$ cat config.mk
export PLATFORM = sky130hd
export DESIGN_NAME = uart_rx_core
export DESIGN_NICKNAME = d
export VERILOG_FILES = /design/src/rtl/uart_pkg.sv /design/src/rtl/rx_majority_sampler.sv /design/src/rtl/uart_rx_core.sv
export SDC_FILE = /design/constraint.sdc
export NUM_CORES = 1
export LEC_CHECK = 0
export CORE_UTILIZATION = 40
export DETAILED_ROUTE_END_ITERATION = 10
export GPL_ROUTABILITY_DRIVEN = 0
export PLACE_DENSITY = 0.58
export SLEW_MARGIN = 20
export SYNTH_ARGS = -nofsm -noshare
export SYNTH_HDL_FRONTEND = slang
export SYNTH_SLANG_ARGS = --single-unit
$ cat constraint.sdc
create_clock -name clk -period 2.2 [get_ports clk]
set_clock_uncertainty 0.15 [all_clocks]
set_input_delay 0.44 -clock clk [delete_from_list [all_inputs] [get_ports clk]]
set_output_delay 0.44 -clock clk [all_outputs]
set_load 0.005 [all_outputs]
$ cat src/rtl/uart_pkg.sv
// Shared UART receive definitions: FSM state encoding, sample-slot constants, vote helper.
// Pure declarations; no logic, latency or backpressure of its own.
package uart_pkg;

  typedef enum logic [2:0] {
    ST_IDLE   = 3'd0,
    ST_START  = 3'd1,
    ST_DATA   = 3'd2,
    ST_PARITY = 3'd3,
    ST_STOP   = 3'd4
  } rx_state_e;

  localparam logic [2:0] SMP_VOTE_A = 3'd3;
  localparam logic [2:0] SMP_VOTE_B = 3'd4;
  localparam logic [2:0] SMP_VOTE_C = 3'd5;
  localparam logic [2:0] SMP_LAST   = 3'd7;
  localparam int         DATA_BITS  = 8;
  localparam logic [2:0] BIT_LAST   = 3'(DATA_BITS - 1);

  function automatic logic maj3(input logic a, input logic b, input logic c);
    return (a & b) | (a & c) | (b & c);
  endfunction

endpackage

$ cat src/rtl/rx_majority_sampler.sv
// RX pin synchroniser plus 2-of-3 bit vote over sample slots 3/4/5.
// rx_s lags Rx_i by 2 clk; vote is valid combinationally in slot 5; no backpressure.
module rx_majority_sampler
  import uart_pkg::*;
(
  input  logic       clk,
  input  logic       rst,
  input  logic       Rx_i,
  input  logic       AcqSig_i,
  input  logic [2:0] smp,
  output logic       rx_s,
  output logic       vote
);

  logic sync1_q, sync2_q;
  logic va_q, va_d;
  logic vb_q, vb_d;

  always_comb begin
    va_d = va_q;
    vb_d = vb_q;
    if (AcqSig_i && (smp == SMP_VOTE_A)) va_d = sync2_q;
    if (AcqSig_i && (smp == SMP_VOTE_B)) vb_d = sync2_q;
  end

  // Synchroniser resets to the idle line level so reset never looks like a start bit.
  always_ff @(posedge clk or negedge rst) begin
    if (!rst) begin
      sync1_q <= 1'b1;
      sync2_q <= 1'b1;
      va_q    <= 1'b0;
      vb_q    <= 1'b0;
    end else begin
      sync1_q <= Rx_i;
      sync2_q <= sync1_q;
      va_q    <= va_d;
      vb_q    <= vb_d;
    end
  end

  assign rx_s = sync2_q;
  assign vote = maj3(va_q, vb_q, sync2_q);

endmodule

$ cat src/rtl/uart_rx_core.sv
// UART receive FSM: 8 strobes/bit, LSB-first 8 data bits, optional parity, stop voted at slot 5.
// Byte and status registered one clk after the stop-vote strobe; no backpressure, host must take each pulse.
module uart_rx_core
  import uart_pkg::*;
(
  input  logic       clk,
  input  logic       rst,
  input  logic       AcqSig_i,
  input  logic       Rx_i,
  input  logic       ParityEn_i,
  input  logic       ParityOdd_i,
  output logic [7:0] Data_o,
  output logic       DataValid_o,
  output logic       ParityErr_o,
  output logic       FrameErr_o,
  output logic       Busy_o
);

  rx_state_e            state_q, state_d;
  logic [2:0]           smp_q, smp_d;
  logic [2:0]           idx_q, idx_d;
  logic [DATA_BITS-1:0] shift_q, shift_d;
  logic                 pen_q, pen_d;
  logic                 podd_q, podd_d;
  logic                 perr_pend_q, perr_pend_d;
  logic [7:0]           data_q, data_d;
  logic                 vld_q, vld_d;
  logic                 perr_q, perr_d;
  logic                 ferr_q, ferr_d;
  logic                 rx_s;
  logic                 vote;

  rx_majority_sampler u_sampler (
    .clk      (clk),
    .rst      (rst),
    .Rx_i     (Rx_i),
    .AcqSig_i (AcqSig_i),
    .smp      (smp_q),
    .rx_s     (rx_s),
    .vote     (vote)
  );

  always_comb begin
    state_d     = state_q;
    smp_d       = smp_q;
    idx_d       = idx_q;
    shift_d     = shift_q;
    pen_d       = pen_q;
    podd_d      = podd_q;
    perr_pend_d = perr_pend_q;
    data_d      = data_q;
    vld_d       = 1'b0;
    perr_d      = perr_q;
    ferr_d      = ferr_q;

    if (AcqSig_i) begin
      smp_d = smp_q + 3'd1;
      unique case (state_q)
        ST_IDLE: begin
          smp_d = 3'd0;
          // The detecting strobe is slot 0 of the start bit.
          if (!rx_s) begin
            state_d = ST_START;
            smp_d   = 3'd1;
            pen_d   = ParityEn_i;
            podd_d  = ParityOdd_i;
          end
        end
        ST_START: begin
          if ((smp_q == SMP_VOTE_C) && vote) begin
            state_d = ST_IDLE;
            smp_d   = 3'd0;
          end else if (smp_q == SMP_LAST) begin
            state_d = ST_DATA;
            idx_d   = 3'd0;
          end
        end
        ST_DATA: begin
          if (smp_q == SMP_VOTE_C) shift_d[idx_q] = vote;
          if (smp_q == SMP_LAST) begin
            if (idx_q == BIT_LAST) state_d = pen_q ? ST_PARITY : ST_STOP;
            else                   idx_d   = idx_q + 3'd1;
          end
        end
        ST_PARITY: begin
          if (smp_q == SMP_VOTE_C) perr_pend_d = ((^shift_q) ^ vote) != podd_q;
          if (smp_q == SMP_LAST)   state_d     = ST_STOP;
        end
        ST_STOP: begin
          // Leave mid-stop so a following start edge is never missed.
          if (smp_q == SMP_VOTE_C) begin
            data_d  = shift_q;
            ferr_d  = ~vote;
            perr_d  = pen_q & perr_pend_q;
            vld_d   = 1'b1;
            state_d = ST_IDLE;
            smp_d   = 3'd0;
          end
        end
        default: begin
          state_d = ST_IDLE;
          smp_d   = 3'd0;
        end
      endcase
    end
  end

  always_ff @(posedge clk or negedge rst) begin
    if (!rst) begin
      state_q     <= ST_IDLE;
      smp_q       <= 3'd0;
      idx_q       <= 3'd0;
      shift_q     <= '0;
      pen_q       <= 1'b0;
      podd_q      <= 1'b0;
      perr_pend_q <= 1'b0;
      data_q      <= 8'h00;
      vld_q       <= 1'b0;
      perr_q      <= 1'b0;
      ferr_q      <= 1'b0;
    end else begin
      state_q     <= state_d;
      smp_q       <= smp_d;
      idx_q       <= idx_d;
      shift_q     <= shift_d;
      pen_q       <= pen_d;
      podd_q      <= podd_d;
      perr_pend_q <= perr_pend_d;
      data_q      <= data_d;
      vld_q       <= vld_d;
      perr_q      <= perr_d;
      ferr_q      <= ferr_d;
    end
  end

  assign Data_o      = data_q;
  assign DataValid_o = vld_q;
  assign ParityErr_o = perr_q;
  assign FrameErr_o  = ferr_q;
  assign Busy_o      = (state_q != ST_IDLE);

endmodule

==> run_results.csv <==
group,metric,value,unit
synthesis,synthCells,154,
layout,fin_area,0.00223,mm2
worst_setup_path,rr_endpoint,"shift_q[4]",
clock_network,clock-sinks,35,
synthesis,synth_cell_types,43,
routing,drt_iter0_markers,16,
timing,max_clock_freq,467,MHz
timing,rsz0062_at_grt,"false",
clock_network,cts_root_buf,"clkbuf_8",
synthesis,seq_area_frac_synth,48.5,%
synthesis,synth_area,0.00181,mm2
timing,tns,0,ps
power_and_ir_drop,p_leak,0.00103,uW
synthesis,synth_top_area_share,45.6,%
layout,synthToLayoutAreaGrowth,23.3,%
synthesis,yosys.area.top_type,"dfrtp_1",
routing,wl_per_cell,15.0,um
routing,drt_pre_antenna_iters,4,
floorplanning,die_h,69.3,um
synthesis,avgSynthCellArea,11.8,um2
routing,ant_nets,0,
synthesis,synth_edf_count,0,
worst_hold_path,whs_endpoint,"u_sampler.rx_s",
global_routing,grt_max_degree,36,
timing,timing.final.setup_violations,0,
power_and_ir_drop,power.density,1060,mW/mm2
placement,port_buffers,17,
placement,dpl.hpwl,2540,um
timing,drv_slew,0,
synthesis,synth_area_leaders,"dfrtp_1, mux2_2, ha_1",
timing,hold_viol,0,
worst_setup_path,critPathLaunchType,"flip-flop",
layout,fin_nets,195,
global_routing,grt_use_total,16.6,%
global_routing,grt_pass1_vias,1297,
layout,utilization,51.3,%
worst_hold_path,min_from,"u_sampler.sync1_q",
synthesis,async_reset_ff_share,100,%
synthesis,ys_seq_elements,35,
timing,slew_headroom,67.4,%
worst_setup_path,cp.required,1610,ps
synthesis,synthFlopType,"dfrtp_1",
clock_network,cts_tree,"yes",
global_routing,antenna_found_initial,0,
floorplanning,coreArea,0.00435,mm2
global_routing,grt_overflow,0,
floorplanning,rows,24,
worst_setup_path,worstPathMaxFanout,2,
floorplanning,die-area,0.00480,mm2
clock_network,cts_max_path_buffers,2,
global_routing,grt_pass1_wl,6140,um
layout,diodes,0,
timing,holdWs,209,ps
worst_setup_path,path_class,"reg2out",
run,cap_violations,0,
placement,dp.cells,225,
routing,viasPerCell,5.22,
floorplanning,num_io_pins,18,
routing,drc,0,
clock_network,insertion_delay,300,ps
clock_network,clkTransAtPathRegs,70,ps
worst_setup_path,arrival,1550,ps
layout,drive_gt1_share,29.0,%
worst_setup_path,rr_worst_depth,4,
timing,worst_pin_slew,484,ps
clock_network,ctsHoldBuffers,0,
worst_setup_path,r2r_start,"state_q[2]",
routing,via_count,1227,
worst_setup_path,ff2ff_setup_slack,210,ps
clock_network,htreeDepth,2,
clock_network,cts_made_buffers,5,
synthesis,ys_warn_count,0,
floorplanning,start_util,41.6,%
worst_hold_path,holdPathStages,0,
status,status,"completed",
timing,period_share,97.4,%
worst_setup_path,crit_path_end_kind,"output pin",
routing,drt-total-wl,3520,um
worst_hold_path,hold_class,"reg2reg",
power_and_ir_drop,vdd_drop_max,0.000519,V
timing,fin_crit,2140,ps
floorplanning,die_w,69.3,um
synthesis,syn_nets,167,
layout,fin_cells,235,
placement,dpl_cell_area,0.00208,mm2
[kinds of logic after synthesis]
logic type      Yosys count  synth area share [%]
buf+inv                  16                  4.70
simple gates             42                  13.7
flops                    35                  48.5
fa+ha+maj                 8                  5.39
xor+xnor                  8                  4.63
mux                      25                  15.4
compound gates           20                  7.74
[flip-flops by register name, indices dropped and copies added (netlist names), 3 cells and up]
register and cells:
Data_o 8, shift_q 8, smp_q 3, idx_q 3
state_q 3
[synthesized netlist by cell type, types with 2 or more instances]
| cell | n |
|---|---|
| dfrtp_1 | 33 |
| mux2_2 | 23 |
| ha_1 | 7 |
| inv_1 | 7 |
| nand2_1 | 7 |
| nor2_1 | 7 |
| o21ai_0 | 6 |
| xnor2_1 | 6 |
| nand3_1 | 5 |
| a21oi_1 | 4 |
| clkbuf_1 | 4 |
| buf_6 | 3 |
| nand2b_1 | 3 |
| nor3_1 | 3 |
| a22o_1 | 2 |
| buf_2 | 2 |
| dfstp_2 | 2 |
| mux2i_1 | 2 |
| nand4_1 | 2 |
| nor4_1 | 2 |
| or4_1 | 2 |
[through the flow]
step / power, uW / setup slack (ps)
2_1_floorplan: 1420 / 211
3_3_place_gp: 1620 / 92.3
3_5_place_dp: 1660 / 63.7
4_1_cts: 2390 / 51.7
5_1_grt: 2520 / 20.4
6_report: 2370 / 57.8
[how the worst max path moves through the flow]
stage / slack, ps / start / to
2_1_floorplan: 210 / smp_q[1] / state_q[2]
3_3_place_gp: 90 / AcqSig_i / smp_q[0]
3_5_place_dp: 60 / AcqSig_i / smp_q[0]
4_1_cts: 50 / state_q[2] / Busy_o
5_1_grt: 20 / smp_q[1] / state_q[2]
6_report: 60 / state_q[2] / Busy_o
[cells in the final DEF, fill, tap and decap left out, drive strengths merged, types with 3 or more instances in the layout]
cell	n
a21oi	4
nor3	3
mux2	23
or3b	3
xnor2	6
clkdlybuf4s50	17
clkbuf	6
inv	7
dfrtp	33
nand2b	3
buf	13
o21ai	6
ha	7
nand2	7
nand3	5
nor2	7
[area by class of cell]
type	count	area, um2
clock buffer	6	72.6
clock inverter	2	60.1
fill	377	2120
inverter	7	26.3
multi-input combinational	103	848
sequential	35	881
tap	52	65.1
timing repair buffer	30	280
[per-layer routing]
| metal | wire (um) | global-route usage, % | share of wire, % | up-vias |
|---|---|---|---|---|
| li1 | - | - | - | 597 |
| met1 | 1600 | 19.7 | 45 | 592 |
| met3 | 131 | 5.52 | 3.7 | 10 |
| met5 | 0 | 0 | 0 | - |
| met2 | 1690 | 27.1 | 48 | 28 |
| met4 | 97 | 7.71 | 2.8 | 0 |
[power by group]
group          total (uW)  switching (uW)  internal, uW
combinational         801             391           409
clock                 698             245           453
sequential            872             104           768
total                2370             741          1630
[critical path: stages (launching register included)]
cell and delay, ps:
dfrtp_2 400, or3_4 400, clkdlybuf4s50_1 450
[timing repair]
action,4_1_cts,5_1_grt
endpoints found under the hold margin,0,0
resized for setup,2,0
setup buffers,2,0
setup endpoints to repair,1,0
No activity file was read; power rests on OpenSTA's default activity.
